## src/rtl/decoder_pkg.sv

```systemverilog
// Shared definitions for the min-sum decoder datapath: default sizes,
// beat arithmetic, fill-FSM states and the symmetric LLR saturation.
package decoder_pkg;

    localparam int LLR_W   = 8;
    localparam int N_V_DEF = 44;
    localparam int N_C_DEF = 22;
    localparam int E_DEF   = 132;

    typedef enum logic [1:0] {
        FILL_IDLE   = 2'd0,
        FILL_ACTIVE = 2'd1,
        FILL_FULL   = 2'd2
    } fill_state_e;

    function automatic int beats(input int n);
        return (n + 3) / 4;
    endfunction

    // Symmetric clamp; the most negative code never survives.
    function automatic logic signed [31:0] sat_llr(input logic signed [31:0] x,
                                                   input logic signed [31:0] lim);
        if (x > lim)
            return lim;
        else if (x < -lim)
            return -lim;
        return x;
    endfunction

endpackage

```

## src/rtl/llr_sat.sv

```systemverilog
// Single-lane combinational LLR saturator.
module llr_sat
    import decoder_pkg::*;
#(
    parameter int WIDTH   = LLR_W,
    parameter int LLR_MAX = 2**(WIDTH-1) - 1
) (
    input  logic [WIDTH-1:0] x_i,
    output logic [WIDTH-1:0] y_o
);

    logic signed [31:0] x_ext;

    assign x_ext = 32'($signed(x_i));
    assign y_o   = WIDTH'(sat_llr(x_ext, 32'(LLR_MAX)));

endmodule

```

## src/rtl/llr_frame_loader.sv

```systemverilog
// Double-buffered LLR frame loader: saturates a 4-lane beat stream into a
// fill buffer and hands completed frames to a presented output buffer.
module llr_frame_loader
    import decoder_pkg::*;
#(
    parameter int WIDTH   = LLR_W,
    parameter int N_V     = N_V_DEF,
    parameter int LLR_MAX = 2**(WIDTH-1) - 1
) (
    input  logic                   clk,
    input  logic                   rst,
    input  logic                   in_valid,
    output logic                   in_ready,
    input  logic [4*WIDTH:0]       llr_in,
    output logic [WIDTH*N_V-1:0]   all_llrs,
    output logic                   data_ready,
    input  logic                   frame_ack,
    output logic                   err_sof
);

    localparam int BEATS = beats(N_V);
    localparam int CW    = (BEATS > 1) ? $clog2(BEATS) : 1;
    localparam logic [CW-1:0] LAST = CW'(BEATS - 1);

    fill_state_e            state_q, state_d;
    logic [CW-1:0]          cnt_q, cnt_d;
    logic [WIDTH*N_V-1:0]   fill_q, fill_d;
    logic [WIDTH*N_V-1:0]   out_q, out_d;
    logic                   dr_q, dr_d;
    logic                   err_q, err_d;
    logic                   live_q;

    logic [WIDTH-1:0]       sat_lane [4];
    logic                   sof;
    logic                   accept;
    logic                   rel;
    logic                   wr_en;
    logic [CW-1:0]          wr_idx;

    for (genvar k = 0; k < 4; k++) begin : g_lane
        llr_sat #(
            .WIDTH   (WIDTH),
            .LLR_MAX (LLR_MAX)
        ) u_sat (
            .x_i (llr_in[WIDTH*k +: WIDTH]),
            .y_o (sat_lane[k])
        );
    end

    assign sof        = llr_in[4*WIDTH];
    assign in_ready   = live_q && (state_q != FILL_FULL);
    assign accept     = in_valid && in_ready;
    assign rel        = dr_q && frame_ack;
    assign all_llrs   = out_q;
    assign data_ready = dr_q;
    assign err_sof    = err_q;

    always_comb begin
        state_d = state_q;
        cnt_d   = cnt_q;
        fill_d  = fill_q;
        out_d   = out_q;
        dr_d    = dr_q;
        err_d   = 1'b0;
        wr_en   = 1'b0;
        wr_idx  = cnt_q;

        if (rel)
            dr_d = 1'b0;

        case (state_q)
            FILL_IDLE: begin
                if (accept) begin
                    if (sof) begin
                        wr_en  = 1'b1;
                        wr_idx = '0;
                        if (BEATS == 1) begin
                            state_d = FILL_FULL;
                        end else begin
                            cnt_d   = CW'(1);
                            state_d = FILL_ACTIVE;
                        end
                    end else begin
                        err_d = 1'b1;
                    end
                end
            end
            FILL_ACTIVE: begin
                if (accept) begin
                    wr_en = 1'b1;
                    if (sof) begin
                        // Restart: earlier beats get overwritten by the new frame.
                        err_d  = 1'b1;
                        wr_idx = '0;
                        cnt_d  = CW'(1);
                    end else if (cnt_q == LAST) begin
                        cnt_d   = '0;
                        state_d = FILL_FULL;
                    end else begin
                        cnt_d = cnt_q + CW'(1);
                    end
                end
            end
            FILL_FULL: begin
                if (!dr_q || rel) begin
                    out_d   = fill_q;
                    dr_d    = 1'b1;
                    state_d = FILL_IDLE;
                end
            end
            default: state_d = FILL_IDLE;
        endcase

        // Lanes past N_V on the final beat have no slot and are dropped here.
        for (int j = 0; j < N_V; j++) begin
            if (wr_en && (wr_idx == CW'(j / 4)))
                fill_d[j*WIDTH +: WIDTH] = sat_lane[j % 4];
        end
    end

    always_ff @(posedge clk or negedge rst) begin
        if (!rst) begin
            state_q <= FILL_IDLE;
            cnt_q   <= '0;
            fill_q  <= '0;
            out_q   <= '0;
            dr_q    <= 1'b0;
            err_q   <= 1'b0;
            live_q  <= 1'b0;
        end else begin
            state_q <= state_d;
            cnt_q   <= cnt_d;
            fill_q  <= fill_d;
            out_q   <= out_d;
            dr_q    <= dr_d;
            err_q   <= err_d;
            live_q  <= 1'b1;
        end
    end

endmodule

```

## config.mk

```make
export PLATFORM = sky130hd
export DESIGN_NAME = llr_frame_loader
export DESIGN_NICKNAME = d
export VERILOG_FILES = /design/src/rtl/decoder_pkg.sv /design/src/rtl/llr_sat.sv /design/src/rtl/llr_frame_loader.sv
export SDC_FILE = /design/constraint.sdc
export NUM_CORES = 1
export LEC_CHECK = 0
export CORE_ASPECT_RATIO = 1.75
export CORE_UTILIZATION = 49
export DETAILED_ROUTE_END_ITERATION = 8
export GPL_ROUTABILITY_DRIVEN = 0
export PLACE_DENSITY = 0.76
export REMOVE_ABC_BUFFERS = 1
export SYNTH_ARGS = -nofsm -noshare
export SYNTH_HDL_FRONTEND = slang
export SYNTH_HIERARCHICAL = 1
export SYNTH_SLANG_ARGS = --single-unit
```

## constraint.sdc

```tcl
create_clock -name clk -period 2.2 [get_ports clk]
set_clock_uncertainty 0.2 [all_clocks]
set_input_delay 0.22 -clock clk [delete_from_list [all_inputs] [get_ports clk]]
set_output_delay 0.22 -clock clk [all_outputs]
set_load 0.01 [all_outputs]
```

==> flow_summary.rst <==
.. list-table::
   :header-rows: 1

   * - Metric
     - Value
   * - Combinational family with the most area after synthesis
     - multiplexers
   * - CTS tree
     - built
   * - Total standard cell area after synthesis
     - between 20,000 and 30,000 um2
   * - CTS clock-pin slew for the worst setup and hold paths
     - around 70 ps
   * - Final Routed Wirelength
     - 68,400 um
   * - Total number of vias
     - 15,100
   * - Pin count of the biggest net entering global routing
     - 74
   * - Biggest area contributors in the synthesized netlist
     - sky130_fd_sc_hd__dfrtp_1, sky130_fd_sc_hd__mux2_2, sky130_fd_sc_hd__mux2_1
   * - Via density per instance
     - 5.39
   * - Worst slew margin relative to its limit
     - 57.6%
   * - I/O pin total
     - roughly 390
   * - Area added between synthesis and finish
     - 29.3%
   * - Overflow left after global routing
     - 0
   * - Unique cell type count in the Yosys netlist
     - 39
   * - Power Dens Cells
     - 887 nW/um2
   * - Via count of the first global-routing pass
     - ~17,000
   * - Total setup violations reported at the end of the flow
     - 0
   * - # fillers
     - ~4,000
   * - Net count, final
     - around 2,100
   * - Wire length of the first global-routing pass
     - around 100,000 um
   * - Number of enable-type register cells in the synthesized netlist
     - 0
   * - Max clock buf depth
     - 3
   * - Standby leakage power
     - approximately 17 nW
   * - Share of flip-flops with an asynchronous set or reset after synthesis
     - 100%
   * - Nature of the critical path startpoint
     - flop
   * - Detailed-routing iteration count for the pre-antenna-repair pass
     - 9
   * - Endpoint type of the worst setup path
     - flop
   * - Area of placed instances
     - between 30,000 and 40,000 um2
   * - Slew Viols, Final
     - 0
   * - Final standard cell area without fillers
     - ~35,000 um2
   * - Ys Warns
     - 6
   * - Global-route total usage across every layer
     - between 20% and 30%
   * - CTS H-Tree Depth
     - 2
   * - Number of port buffers
     - slightly below 400
   * - Status
     - complete, but fails checks
   * - Portion of netlist area occupied by mux cells
     - 29.5%
   * - Required time at the endpoint of the critical path
     - 2470 ps
   * - Shortest clock period the worst path allows after layout
     - between 2000 and 2500 ps
   * - Effective utilization at floorplan
     - 49.5%
   * - Area of all sequential standard cells
     - between 15,000 and 20,000 um2
   * - Pin slew with the least headroom to its limit
     - about 640 ps
   * - Adder-cell share of the synthesized area
     - less than 1%
   * - Area share of the largest cell type after synthesis
     - around two thirds
   * - Crit path arrival time
     - roughly 2400 ps
   * - Violated checks
     - design-rule violations
   * - Compound-gate portion of the synthesized area
     - 0.410%
   * - Peak fanout along the critical path
     - 14
   * - Worst-skew pair later-pin latency
     - 600 ps
   * - Core Rows
     - 113
   * - Period utilisation layout
     - about 98%
   * - Die X-Extent
     - around 180 um
   * - Crit path setup slack, layout
     - approximately 48 ps
   * - Number of failing hold endpoints at the final stage
     - 0
   * - Post-synthesis area per instance
     - ~16 um2
   * - Clock Root Buffer
     - sky130_fd_sc_hd__clkbuf_16
   * - Number of buffers created by CTS
     - slightly below 60
   * - Share of cells above drive strength 1
     - 42.8%
   * - Pre-CTS WS
     - -250 ps
   * - RSZ-0062 raised after global routing
     - true
   * - Initial drt markers
     - 702
   * - Number of antenna violations at the first check in global routing
     - 4
   * - Average routed wire per standard cell
     - roughly 24 um
   * - Cell type contributing the most total cell area after synthesis
     - sky130_fd_sc_hd__dfrtp_1
   * - Die Outline Area
     - roughly 56,000 um2
   * - Setup TNS
     - 0 ps
   * - XOR/XNOR Fraction of Synth Area
     - 0.0326%
   * - Simple-gate share of the synthesized area
     - approximately 1.2%
   * - Final HPWL DP
     - ~48,000 um
   * - Min-Delay Path Class
     - in2async
   * - Class of the most critical setup path
     - reg2reg
   * - Largest vdd supply drop
     - between 600 and 700 uV
   * - Max Clock Freq
     - about 460 MHz
   * - Post-route core utilization
     - 64.0%
   * - Max_cap viols
     - 0
   * - Die Y
     - between 300 and 400 um
   * - Multi-input gate area in the final layout
     - around 8500 um2
   * - Placeable core region
     - around 54,000 um2
   * - Portion of the post-synthesis area used by sequential elements
     - about two thirds
   * - Remaining design rule violation count
     - between 50 and 60
   * - Most used flip-flop cell after synthesis
     - sky130_fd_sc_hd__dfrtp_1
   * - Clock net sink count
     - roughly 700
   * - Flops & latches, synth
     - around 710
   * - Post-detailed-route count of antenna-violating nets
     - 0
   * - Post-Syn Instances
     - ~1,600
[registers in the layout, summed over array words and instances (netlist names)]
name	cells
fill_q	352
all_llrs	352
state_q	2
live_q	1
err_sof	1
cnt_q	4
data_ready	1
[placed cells by master (no fill, tap or decap), types with 2 or more instances in the layout]
| cell | Yosys | layout |
|---|---|---|
| sky130_fd_sc_hd__clkbuf_8 | 0 | 17 |
| sky130_fd_sc_hd__o21ai_0 | 7 | 7 |
| sky130_fd_sc_hd__nand2_1 | 9 | 6 |
| sky130_fd_sc_hd__bufinv_16 | 0 | 12 |
| sky130_fd_sc_hd__mux2_2 | 662 | 662 |
| sky130_fd_sc_hd__clkbuf_1 | 66 | 7 |
| sky130_fd_sc_hd__clkdlybuf4s50_1 | 0 | 389 |
| sky130_fd_sc_hd__nor3_1 | 4 | 3 |
| sky130_fd_sc_hd__buf_4 | 6 | 74 |
| sky130_fd_sc_hd__nand2_2 | 3 | 4 |
| sky130_fd_sc_hd__nand4_1 | 3 | 3 |
| sky130_fd_sc_hd__nand2_4 | 0 | 2 |
| sky130_fd_sc_hd__dfrtp_1 | 713 | 712 |
| sky130_fd_sc_hd__nor4_1 | 3 | 3 |
| sky130_fd_sc_hd__buf_12 | 0 | 41 |
| sky130_fd_sc_hd__and4b_1 | 2 | 2 |
| sky130_fd_sc_hd__inv_6 | 0 | 2 |
| sky130_fd_sc_hd__diode_2 | 0 | 3 |
| sky130_fd_sc_hd__nor2_1 | 10 | 10 |
| sky130_fd_sc_hd__nand2b_1 | 6 | 3 |
| sky130_fd_sc_hd__mux2_1 | 42 | 42 |
| sky130_fd_sc_hd__ha_1 | 2 | 2 |
| sky130_fd_sc_hd__nand2b_4 | 0 | 3 |
| sky130_fd_sc_hd__a31o_1 | 3 | 3 |
| sky130_fd_sc_hd__nor2b_1 | 2 | 2 |
| sky130_fd_sc_hd__clkbuf_16 | 0 | 61 |
| sky130_fd_sc_hd__clkinv_2 | 0 | 11 |
[routing by layer]
metal | part of all wire, % | track usage (%) | wire [um] | up-vias
li1 | - | - | - | 6556
met1 | 37 | 29.2 | 25600 | 7996
met2 | 53 | 43.6 | 36000 | 428
met3 | 5.1 | 4.26 | 3510 | 136
met4 | 4.8 | 11.9 | 3280 | 2
met5 | 0.018 | 0 | 12 | -
[power breakdown]
part / switching [mW] / total (mW) / internal, mW / leakage (nW)
combinational: 1.35 / 3.20 / 1.85 / 6.41
clock: 4.68 / 11.6 / 6.90 / 1.08
sequential: 1.02 / 16.0 / 15.0 / 9.69
[metrics by stage]
step | std cells | total power, mW | hold slack, ps
global placement | 2689 | 19.1 | 46.0
detailed placement | 2689 | 19.4 | 58.6
floorplan | 1493 | 17.9 | -276
CTS | 2799 | 31.0 | 13.3
global route | 2805 | 32.0 | 47.0
finish | 2805 | 30.8 | 6.89
[cell usage after synthesis, types with 2 or more instances]
cell type / number
sky130_fd_sc_hd__a21oi_1: 2
sky130_fd_sc_hd__a31o_1: 3
sky130_fd_sc_hd__and2_1: 3
sky130_fd_sc_hd__and4b_1: 2
sky130_fd_sc_hd__buf_1: 7
sky130_fd_sc_hd__buf_2: 55
sky130_fd_sc_hd__buf_4: 6
sky130_fd_sc_hd__buf_6: 3
sky130_fd_sc_hd__clkbuf_1: 66
sky130_fd_sc_hd__dfrtp_1: 713
sky130_fd_sc_hd__ha_1: 2
sky130_fd_sc_hd__mux2_1: 42
sky130_fd_sc_hd__mux2_2: 662
sky130_fd_sc_hd__nand2_1: 9
sky130_fd_sc_hd__nand2_2: 3
sky130_fd_sc_hd__nand2b_1: 6
sky130_fd_sc_hd__nand4_1: 3
sky130_fd_sc_hd__nor2_1: 10
sky130_fd_sc_hd__nor2b_1: 2
sky130_fd_sc_hd__nor3_1: 4
sky130_fd_sc_hd__nor4_1: 3
sky130_fd_sc_hd__o21ai_0: 7
[kinds of logic (layout without fill, tap and decap cells)]
family                   after synthesis  count (layout)
other                                  1               4
XOR/XNOR                               1               1
multiplexers                         704             704
AND/OR/NAND/NOR                       54              54
AO/OA/AOI/OAI                         17              17
flip-flops                           713             713
buffers and inverters                138             620
adder cells (fa/ha/maj)                2               2
[worst paths after layout]
check	slack (ps)	from	depth (start not counted)	to
worst max-delay path	50	state_q[1]	7	fill_q[65]
max in group asynchronous	920	rst	3	all_llrs[44]
worst min register to register	290	fill_q[327]	1	fill_q[327]
worst min-delay path	7	rst	2	fill_q[19]
worst max register to register	50	state_q[1]	7	fill_q[65]
min in group clk	170	frame_ack	3	data_ready
[layout make-up]
class	instances	area share, %
antenna	3	0.0216
clock buffer	83	5.00
clock inverter	26	1.27
inverter	1	0.0108
multi-input combinational	779	24.4
sequential	713	51.4
tap	690	2.49
timing repair buffer	510	15.4
[worst max-delay path: stages (launching register included)]
cell and delay, ps:
sky130_fd_sc_hd__dfrtp_2 440, sky130_fd_sc_hd__buf_4 150, sky130_fd_sc_hd__nand2b_4 150, sky130_fd_sc_hd__nor4_4 290, sky130_fd_sc_hd__buf_4 200, sky130_fd_sc_hd__nand2_2 100, sky130_fd_sc_hd__buf_12 180, sky130_fd_sc_hd__mux2_2 290
[timing repair]
action                                  in CTS  in global routing
hold buffers                                 1                  0
endpoints found under the setup margin       1                119
endpoints found under the hold margin      656                  0
resized for setup                            1                 11
gates cloned                                 0                  2
buffers inserted                             0                  1
pin swaps                                    0                  2
Note: power is estimated with default switching activity, not from simulation.
